File: src/rtl/logic_arbiter_pkg.sv
// Shared constants and types for the logic_arbiter slice: logic op codes,
// arbiter state encoding and datapath width.
package logic_arbiter_pkg;

    localparam int DATA_W = 32;
    localparam int OP_W   = 2;

    localparam logic [OP_W-1:0] LOGIC_OP_AND = 2'b00;
    localparam logic [OP_W-1:0] LOGIC_OP_OR  = 2'b01;
    localparam logic [OP_W-1:0] LOGIC_OP_XOR = 2'b10;

    localparam logic LOGIC_ARB_IDLE = 1'b0;
    localparam logic LOGIC_ARB_RESP = 1'b1;

    typedef enum logic {
        ARB_IDLE = LOGIC_ARB_IDLE,
        ARB_RESP = LOGIC_ARB_RESP
    } arb_state_e;

endpackage

File: src/rtl/logic_arbiter_logic_unit.sv
// Shared combinational logic datapath (AND / OR / XOR); unused op codes give 0.
module logic_unit
    import logic_arbiter_pkg::*;
(
    input  logic [DATA_W-1:0] a,
    input  logic [DATA_W-1:0] b,
    input  logic [OP_W-1:0]   op,
    output logic [DATA_W-1:0] result
);

    always_comb begin
        result = '0;
        case (op)
            LOGIC_OP_AND: result = a & b;
            LOGIC_OP_OR:  result = a | b;
            LOGIC_OP_XOR: result = a ^ b;
            default:      result = '0;
        endcase
    end

endmodule

File: src/rtl/logic_arbiter.sv
// Round-robin arbiter sharing one logic_unit between NUM_REQ requesters with a
// registered, single-entry response. Optional counters via LOGIC_ARBITER_PERF_EN.
module logic_arbiter
    import logic_arbiter_pkg::*;
#(
    parameter int NUM_REQ = 2,
    parameter int ID_W    = 1
) (
    input  logic                      clk,
    input  logic                      rstn,
    input  logic [NUM_REQ-1:0]        req_valid,
    output logic [NUM_REQ-1:0]        req_ready,
    input  logic [NUM_REQ*DATA_W-1:0] req_a,
    input  logic [NUM_REQ*DATA_W-1:0] req_b,
    input  logic [NUM_REQ*OP_W-1:0]   req_op,
    output logic [NUM_REQ-1:0]        rsp_valid,
    input  logic [NUM_REQ-1:0]        rsp_ready,
    output logic [DATA_W-1:0]         rsp_result,
    output logic [ID_W-1:0]           rsp_id
`ifdef LOGIC_ARBITER_PERF_EN
    ,
    output logic [31:0]               perf_grants,
    output logic [31:0]               perf_stalls
`endif
);

    arb_state_e        state, state_nxt;
    logic [ID_W-1:0]   rr_ptr, owner, winner;
    logic              found, can_grant, grant;
    logic [DATA_W-1:0] mux_a, mux_b, lu_result;
    logic [OP_W-1:0]   mux_op;

    // Returns {found, index} of the first valid requester at or after ptr.
    function automatic logic [ID_W:0] pick(input logic [NUM_REQ-1:0] v,
                                          input logic [ID_W-1:0]    ptr);
        logic [ID_W:0] r;
        int            idx;
        r = '0;
        for (int k = NUM_REQ - 1; k >= 0; k--) begin
            idx = (int'(ptr) + k) % NUM_REQ;
            if (v[idx]) r = {1'b1, ID_W'(idx)};
        end
        return r;
    endfunction

    assign {found, winner} = pick(req_valid, rr_ptr);

    // The response slot frees up in the same cycle the owner consumes it.
    assign can_grant = rstn && ((state == ARB_IDLE) || rsp_ready[owner]);
    assign grant     = can_grant && found;

    assign mux_a  = req_a[DATA_W*winner +: DATA_W];
    assign mux_b  = req_b[DATA_W*winner +: DATA_W];
    assign mux_op = req_op[OP_W*winner +: OP_W];

    logic_unit u_logic_unit (
        .a      (mux_a),
        .b      (mux_b),
        .op     (mux_op),
        .result (lu_result)
    );

    always_ff @(posedge clk or negedge rstn) begin
        if (!rstn) state <= ARB_IDLE;
        else       state <= state_nxt;
    end

    always_comb begin
        state_nxt = state;
        if (grant)
            state_nxt = ARB_RESP;
        else if (state == ARB_RESP && rsp_ready[owner])
            state_nxt = ARB_IDLE;
    end

    always_comb begin
        req_ready = '0;
        rsp_valid = '0;
        if (grant)             req_ready[winner] = 1'b1;
        if (state == ARB_RESP) rsp_valid[owner]  = 1'b1;
    end

    always_ff @(posedge clk or negedge rstn) begin
        if (!rstn) begin
            rr_ptr     <= '0;
            owner      <= '0;
            rsp_result <= '0;
        end else if (grant) begin
            rr_ptr     <= (winner == ID_W'(NUM_REQ - 1)) ? '0 : winner + 1'b1;
            owner      <= winner;
            rsp_result <= lu_result;
        end
    end

    assign rsp_id = owner;

`ifdef LOGIC_ARBITER_PERF_EN
    always_ff @(posedge clk or negedge rstn) begin
        if (!rstn) begin
            perf_grants <= '0;
            perf_stalls <= '0;
        end else begin
            if (grant)                   perf_grants <= perf_grants + 32'd1;
            if (|req_valid && !grant)    perf_stalls <= perf_stalls + 32'd1;
        end
    end
`endif

endmodule

File: config.mk
export PLATFORM = sky130hd
export DESIGN_NAME = logic_arbiter
export DESIGN_NICKNAME = d
export VERILOG_FILES = /design/src/rtl/logic_arbiter_pkg.sv /design/src/rtl/logic_arbiter_logic_unit.sv /design/src/rtl/logic_arbiter.sv
export SDC_FILE = /design/constraint.sdc
export NUM_CORES = 1
export LEC_CHECK = 0
export ABC_AREA = 1
export CAP_MARGIN = 20
export CORE_ASPECT_RATIO = 0.8
export CORE_MARGIN = 8
export CORE_UTILIZATION = 40
export DETAILED_ROUTE_END_ITERATION = 12
export GPL_TIMING_DRIVEN = 1
export PLACE_DENSITY = 0.84
export RECOVER_POWER = 50
export SLEW_MARGIN = 10
export SYNTH_ARGS = -nofsm -noshare
export SYNTH_HDL_FRONTEND = slang
export SYNTH_SLANG_ARGS = --single-unit
File: constraint.sdc
create_clock -name clk -period 1.7 [get_ports clk]
set_clock_uncertainty 0.05 [all_clocks]
set_input_delay 0.34 -clock clk [delete_from_list [all_inputs] [get_ports clk]]
set_output_delay 0.34 -clock clk [all_outputs]
set_load 0.1 [all_outputs]
# Word-level counts from Yosys, hierarchy flattened
# Index checks and enable logic that the tools add are counted.
[totals] reg_bits=35
[classes] mux=19 magnitude_cmp=6 bitwise=5 n_reduce_logical=8 shift=3 add_sub_neg=2 n_eq_ne=2
[ops] cell="indexed part select 64 x 7 -> 32 bit" n=2
[ops] cell="case mux 32 bit (3 select lines)" n=1
[ops] cell="AND 32 bit" n=1
[ops] cell="OR 32 bit" n=1
[ops] cell="XOR 32 bit" n=1
[ops] cell="2-to-1 mux 1 bit" n=12
[ops] cell="2-to-1 mux 2 bit" n=4
[ops] cell="less-than comparator 1 x 2 -> 1 bit (second input constant)" n=3
[ops] cell="logical AND 1 bit" n=5
[ops] cell="indexed part select 4 x 3 -> 2 bit" n=1
[ops] cell="less-than comparator 2 x 3 -> 1 bit (second input constant)" n=1
[ops] cell="adder 1 bit (second input constant)" n=2
[ops] cell="demux 1 bit (select 1 bit)" n=2
[ops] cell="equality test 2 x 1 -> 1 bit (second input constant)" n=1
[ops] cell="equality test 2 bit (second input constant)" n=1
[ops] cell="greater-or-equal comparator 1 bit (second input constant)" n=2
[ops] cell="zero test 2 bit" n=1
[ops] cell="nonzero test 2 bit" n=1
[ops] cell="AND 1 bit (first input constant)" n=1
[ops] cell="logical OR 1 bit" n=1
[ops] cell="NOT 1 bit" n=1

# Depth between registers and ports, before layout
# Gate-level depths: netlist of the first run.
[logic_depth] depth_word=12 mapped_depth=15

# Modules after synthesis
# From an unflattened synthesis of the first run, not the netlist that was laid out.
[unflattened] hier_cells=653 area_unflattened_um2=4317.9
[by_module_without_submodules] mod="logic_arbiter" area_per_inst_um2=2287.2 seq_area_each_um2=875.8 cells_each=377 instances=1
[by_module_without_submodules] mod="logic_unit" area_per_inst_um2=2030.7 seq_area_each_um2=0.0 cells_each=276 instances=1

# Worst setup path after synthesis of the first run
# Ideal clock, no wire load.
[synth_path] path_type="reg-to-output" start="reg owner (netlist: rsp_id)" end="out rsp_valid[0]" slack_ps=-879 path_buffers=0 required_time_ps=1310 path_stages_with_launch=2 t_arrival_ps=2189 cell_sequence="dfrtp_1 > nor2_1"
[synth_via] elab_chain_cells=5 elab_cells_between_ends=6 cone_classes="order compare (2); mux (3); reduce/logical (1)"
[synth_lines] item="start, declared" line="logic_arbiter.sv:28" text="logic [ID_W-1:0] rr_ptr, owner, winner;"
[synth_lines] item="start signal, assigned" line="logic_arbiter.sv:90" text="owner <= winner;"
[synth_lines] item="less-than comparator 1 x 2 -> 1 bit (implied by the code) / greater-or-equal comparator 1 bit (equally long branches)" line="logic_arbiter.sv:80" text="if (state == ARB_RESP) rsp_valid[owner] = 1'b1;"
[synth_lines] item="logical AND 1 bit (implied by the code)" line="logic_arbiter.sv:80"
[synth_lines] item="2-to-1 mux 1 bit (implied by the code)" line="logic_arbiter.sv:80"
[synth_lines] item="demux 1 bit (select 1 bit) *" line="logic_arbiter.sv:80"
[synth_lines] item="2-to-1 mux 2 bit *" line="logic_arbiter.sv:80"
[synth_lines] item="end, declared" line="logic_arbiter.sv:16" text="output logic [NUM_REQ-1:0] rsp_valid,"
# Mark *: on every way between the ends. The rest lies on a longest branch, timed or not.

# Worst setup path after layout of the first run
[layout_path] start="reg rr_ptr" end="out req_ready[1]"
[layout_via] elab_chain_cells=11 elab_cells_between_ends=15 cone_classes="add/sub (1); order compare (2); mux (10); reduce/logical (2)"
[layout_lines] item="start, declared" line="logic_arbiter.sv:28"
[layout_lines] item="start signal, assigned" line="logic_arbiter.sv:89" text="rr_ptr <= (winner == ID_W'(NUM_REQ - 1)) ? '0 : winner + 1'b1;"
[layout_lines] item="adder 1 bit" line="logic_arbiter.sv:40" text="idx = (int'(ptr) + k) % NUM_REQ;"
[layout_lines] item="2-to-1 mux 1 bit (implied by the code) (3 in series)" line="logic_arbiter.sv:41" text="if (v[idx]) r = {1'b1, ID_W'(idx)};"
[layout_lines] item="2-to-1 mux 2 bit" line="logic_arbiter.sv:41"
[layout_lines] item="2-to-1 mux 2 bit *" line="logic_arbiter.sv:41"
[layout_lines] item="less-than comparator 1 x 2 -> 1 bit (implied by the code) / greater-or-equal comparator 1 bit (equally long branches)" line="logic_arbiter.sv:79" text="if (grant) req_ready[winner] = 1'b1;"
[layout_lines] item="logical AND 1 bit (implied by the code)" line="logic_arbiter.sv:79"
[layout_lines] item="2-to-1 mux 1 bit (implied by the code)" line="logic_arbiter.sv:79"
[layout_lines] item="demux 1 bit (select 1 bit)" line="logic_arbiter.sv:79"
[layout_lines] item="2-to-1 mux 2 bit *" line="logic_arbiter.sv:79"
[layout_lines] item="end, declared" line="logic_arbiter.sv:12" text="output logic [NUM_REQ-1:0] req_ready,"
# Mark *: on every way between the ends. The rest lies on a longest branch, timed or not. The select of a mux whose other input is x is not followed.

==> run_results.csv, run 1 <==
group,metric,value,unit
hold_path,hold_class,"in -> async",
synth,synth_top_family_by_area,"simple AND/OR/NAND/NOR gates",
routing,wl_per_cell,16.3,um
floorplanning,die_h,109,um
cells_and_area,nets,1079,
worst_setup_path,worstSetupEndpointType,"output pin",
cells_and_area,multi_input_area,3040,um^2
timing,setup_violations,34,
placement,place_hpwl,10.8,mm
synth,yosys_register_bits,35,
timing,final.setup.tns,-5.53,ns
timing,relSlewSlack,0.342,
timing,fin_crit,1.96,ns
synth,synth_nets,853,
run_status,status,"finished with violations",
cts,cts_buffers,5,
cts,clk_pin_slew,0.06,ns
worst_setup_path,cp_max_fo,7,
global_route,grt_start_max_net_pins,36,
placement,gp_congestion,0.756,
synth,muxShareOfSynthArea,0,
placement,dpl_cell_area,7000,um^2
worst_setup_path,critPathLaunchType,"register",
timing,hold_ws,0.370,ns
worst_setup_path,crit_type,"reg -> out",
global_route,antenna_found_initial,1,
routing,drtAntennaViolNets,0,
cts,clock_path_buffers,2,
routing,drc_errors,0,
synth,synth_adder_area_share,0.186,
routing,drt_pass1_iterations,4,
cells_and_area,drive_gt1_frac,0.267,
synth,synth_edf_count,0,
synth,syn_area,4300,um^2
cells_and_area,fillers,781,
cts,cts.sinks,35,
cts,cts-root-buf,"clkbuf_16",
synth,synth.avg_cell_area,6.61,um^2
routing,num_vias,5034,
floorplanning,num_rows,34,
cells_and_area,fin_area,7850,um^2
routing,drtIter0Drc,316,
cts,htreeDepth,2,
timing,rsz0062_at_grt,"true",
run_status,violations,"setup timing",
cells_and_area,area_delta_synth_final,82.4,%
timing,max_freq,510,MHz
synth,synth_ff_type,"dfrtp_1",
placement,port-buffer-count,174,
global_route,grt_pass1_vias,4983,
floorplanning,io_pins,175,
pwr,power.density,1280,nW/um^2
placement,placedCellCount,989,
routing,drt_wl_total,16.7,mm
synth,yosysSeqAreaShare,0.204,
floorplanning,core_area,10700,um^2
global_route,grtUsageTotal,0.204,
floorplanning,start_util,0.403,
cells_and_area,seq_area,880,um^2
synth,synth.distinct_cells,22,
synth,yosys.area.top_type,"dfrtp_1",
timing,finalMaxSlewViolations,0,
worst_setup_path,arrival,1.57,ns
synth,synth-simple-area-share,0.337,
synth,synth-warning-count,0,
pwr,p_leak,3.96,nW
timing,fin_crit_sh,1.15,
timing,worst_pin_slew,0.987,ns
global_route,grt.overflow.total,0,
floorplanning,dieArea,14300,um^2
routing,routed_via_density,4.92,
synth,synth_top_area_frac,0.204,
floorplanning,die_x,132,um
cells_and_area,post-route-util,0.735,
synth,syn_inst,651,
job,cap_violations,0,
timing,finalHoldViolCount,0,
global_route,grt_pass1_wl,24.0,mm
worst_setup_path,crit_required,1.31,ns
synth,synth_compound_area_frac,0.0893,
synth,async_flop_share,1.00,
cells_and_area,final_common_cell,"clkdlybuf4s50_1",
pwr,peakVddDrop,0.783,mV
cts,cts_tree,"done",
synth,synth-xor-area-share,0,
cells_and_area,stdcell_count,1023,
synth,synthTopCellsByArea,"dfrtp_1, ha_1, nand3_1, nand2_1, inv_1",
cts,worstSkewPairLatency,0.27,ns
timing,fin_ws,-0.262,ns
cells_and_area,mostFrequentLayoutCells,"clkdlybuf4s50_1, inv_1, nand2_1",
==> layer usage <==
layer / wire, um / GRT usage / vias up
met1: 6690 / 0.237 / 2329
met2: 8360 / 0.363 / 187
met4: 362 / 0.0556 / 0
li1: - / - / 2487
met5: 0 / 0 / -
met3: 1260 / 0.0589 / 31
==> cell type report <==
type                            count  area share
Clock buffer                        8      0.0199
Sequential cell                    35       0.112
Tap cell                          144      0.0230
Multi-Input combinational cell    442       0.388
Antenna cell                        1    0.000319
Timing Repair Buffer              252       0.383
Timing Repair inverter              4     0.00574
Inverter                          137      0.0686
==> report_power, final <==
part | internal (mW) | total (mW) | switching (mW)
Sequential | 1.18 | 1.56 | 0.383
Combinational | 2.93 | 7.50 | 4.57
Clock | 0.624 | 0.964 | 0.340
Total | 4.74 | 10.0 | 5.29
==> worst paths after layout <==
check | start | end | slack, ns | cells past startpoint
max | rr_ptr | req_ready[1] | -0.26 | 9
min | rstn | rr_ptr | 0.37 | 2
max reg2reg | rr_ptr | rsp_result[25] | -0.23 | 13
min reg2reg | rsp_result[0] | rsp_result[0] | 0.45 | 2
max in group asynchronous | rstn | rsp_id | 0.52 | 2
min in group clk | rsp_result[0] | rsp_result[0] | 0.45 | 2
==> per-stage QoR <==
step           power, mW  setup WS, ns
2_1_floorplan       5.63        -0.241
3_5_place_dp        8.44        -0.586
4_1_cts             9.65        -0.191
3_3_place_gp        8.31        -0.515
6_report            10.0        -0.262
5_1_grt             10.6        -0.365
==> synth_stat cells (7+ instances only) <==
master     n
o21ai_0   26
o21ai_1   29
inv_1    131
buf_2     14
dfrtp_1   35
or2_1     22
buf_4      9
or2_0      7
nand2_1  135
o21ai_2   11
ha_1      64
nand3_1  131
buf_6     11
==> sequential cells by signal, summed over array words and instances, names as in the netlist <==
name / cells
rr_ptr: 1
state: 1
rsp_id: 1
rsp_result: 32
==> timing repair <==
| item | in CTS | in global routing |
|---|---|---|
| buffers inserted | 6 | 8 |
| hold buffers | 0 | 0 |
| gates cloned | 5 | 7 |
| gates resized for setup | 28 | 74 |
| pin swaps | 3 | 16 |
| endpoints found under the setup margin | 34 | 34 |
==> critical path, cell delays in order, from the launching register on <==
cell	delay, ns
dfrtp_1	0.37
inv_2	0.08
nand2_4	0.09
nand2_8	0.14
buf_12	0.15
inv_16	0.04
buf_6	0.11
nand2_4	0.06
clkinvlp_4	0.09
buf_12	0.17
==> cells by family (layout without fill, tap and decap cells) <==
kind of cell    after synthesis  after routing
fa+ha+maj                    64             64
compound gates               67             67
buf+inv                     175            401
other cells                   0              1
simple gates                310            311
flops                        35             35
No activity file was read; power rests on OpenSTA's default activity.
==> run 2: changes to the inputs <==
Settings changed: CORE_MARGIN 8 to 2, HOLD_SLACK_MARGIN from default to 0.05.
==> run_results.csv, run 2 (synthesis results as in run 1) <==
group,metric,value,unit
cells_and_area,nets,1069,
timing,fin_crit_sh,1.18,
cells_and_area,final_common_cell,"clkdlybuf4s50_1",
routing,dr_wl_met2,8.82,mm
timing,relSlewSlack,0.320,
floorplanning,die_x,120,um
cells_and_area,fillers,642,
routing,num_vias,5210,
floorplanning,core_area,10400,um^2
cts,cts-root-buf,"clkbuf_16",
global_route,antenna_found_initial,1,
placement,port-buffer-count,174,
pwr,p_leak,4.02,nW
cells_and_area,largest_reg_flops,32,
timing,finalHoldViolCount,0,
cells_and_area,drive_gt1_frac,0.295,
cells_and_area,top_register,"rsp_result",
timing,setup_violations,34,
routing,drt_wl_total,17.7,mm
job,cap_violations,0,
timing,fin_ws,-0.305,ns
cts,worstSkewPairLatency,0.27,ns
worst_setup_path,arrival,2.12,ns
cts,cts.sinks,35,
routing,routed.top_layer,"met5",
routing,drtAntennaViolNets,0,
run_status,violations,"setup timing",
pwr,peakVddDrop,1.04,mV
routing,wl_met3,1.48,mm
floorplanning,die_h,96.8,um
global_route,grt_start_max_net_pins,36,
worst_setup_path,worstSetupEndpointType,"register",
routing,drt_pass1_iterations,5,
floorplanning,num_rows,33,
pwr,power,10.4,mW
cts,cts_tree,"done",
global_route,grt.overflow.total,0,
placement,pre_cts_slack,-0.601,ns
worst_setup_path,crit_type,"reg -> reg",
timing,fin_crit,2.01,ns
timing,worst_pin_slew,1.02,ns
worst_setup_path,cp_max_fo,34,
worst_setup_path,critPathLaunchType,"register",
timing,hold_ws,0.460,ns
pwr,power.density,1260,nW/um^2
cts,cts_buffers,5,
global_route,grt_pass1_wl,24.6,mm
worst_setup_path,crit_chain,"inv_2, nand2_4, nand2_8, buf_12, inv_16, or2_1, o21ai_2, inv_1, ha_1, nand3_1, nand3_1, nand2_1, nand2_1",
cts,htreeDepth,2,
timing,finalMaxSlewViolations,0,
worst_setup_path,max_stage_delay,0.37,ns
global_route,grtUsageTotal,0.262,
worst_setup_path,slowest_stage,"dfrtp_1",
routing,m1WireLength,6.97,mm
timing,max_freq,499,MHz
placement,place_hpwl,9.42,mm
cells_and_area,mostFrequentLayoutCells,"clkdlybuf4s50_1, nand2_1, nand3_1",
run_status,status,"finished with violations",
worst_setup_path,crit_required,1.81,ns
routing,drc_errors,0,
floorplanning,start_util,0.415,
cells_and_area,post-route-util,0.795,
cts,clk_pin_slew,0.06,ns
global_route,grt_pass1_vias,5020,
routing,wl_per_cell,17.6,um
routing,drtIter0Drc,308,
cells_and_area,area_delta_synth_final,91.5,%
cts,cts_hold_buf,0,
cts,clock_path_buffers,2,
placement,gp_congestion,0.819,
timing,rsz0062_at_grt,"true",
cells_and_area,n_antenna_cell,0,
floorplanning,io_pins,175,
floorplanning,dieArea,11600,um^2
routing,routed_via_density,5.17,
hold_path,hold_class,"reg -> reg",
run 2: per-layer routing:
layer,track usage,up-vias
met4,0.0561,2
met3,0.0696,44
met5,0,-
met2,0.464,246
met1,0.317,2451
li1,-,2467
run 2: through the flow:
| step | std cells | instance area (um^2) | TNS, ns |
|---|---|---|---|
| 2_1_floorplan | 651 | 4420 | -3.68 |
| 3_3_place_gp | 966 | 6800 | -16.54 |
| 3_5_place_dp | 966 | 6800 | -18.34 |
| 4_1_cts | 992 | 7650 | -4.71 |
| 5_1_grt | 1008 | 8240 | -9.75 |
| 6_report | 1008 | 8240 | -6.66 |
run 2: critical path: cells and delay by family (launching register included):
kind	cells	cell delay [ns]
simple gates	7	0.73
flops	1	0.37
buf+inv	4	0.35
fa+ha+maj	1	0.32
compound gates	1	0.06
run 2: layout make-up:
class | instances | area (um^2) | area share
Timing Repair Buffer | 247 | 3130 | 0.380
Tap cell | 140 | 175 | 0.0213
Clock buffer | 7 | 133 | 0.0161
Sequential cell | 35 | 880 | 0.107
Clock inverter | 1 | 5.00 | 0.000608
Multi-Input combinational cell | 441 | 3370 | 0.409
Inverter | 137 | 541 | 0.0656
run 2: worst paths after layout:
check	startpoint	to	slack (ns)	cells past startpoint
max	rr_ptr	rsp_result[20]	-0.31	13
min	rsp_result[20]	rsp_result[20]	0.46	2
max reg2reg	rr_ptr	rsp_result[20]	-0.31	13
min reg2reg	rsp_result[20]	rsp_result[20]	0.46	2
max in group asynchronous	rstn	rsp_id	0.37	2
min in group asynchronous	rstn	rsp_result[19]	0.48	2
run 2: power breakdown:
part | total (mW) | internal [mW] | switching [mW] | leakage (nW)
Sequential | 1.58 | 1.18 | 0.398 | 0.451
Clock | 0.910 | 0.543 | 0.367 | 0.0679
Combinational | 7.88 | 3.12 | 4.76 | 3.50
run 2: what timing repair did:
action	4_1_cts	5_1_grt
gates resized for setup	95	66
setup buffers	12	6
pin swaps	6	19
endpoints found under the setup margin	34	34
gates cloned	6	10
==> run 3: changes to the inputs <==
Settings changed: CAP_MARGIN 20 to 30.
==> results of run 3 <==
Final layout, timing and power as in run 2 (identical DEF).
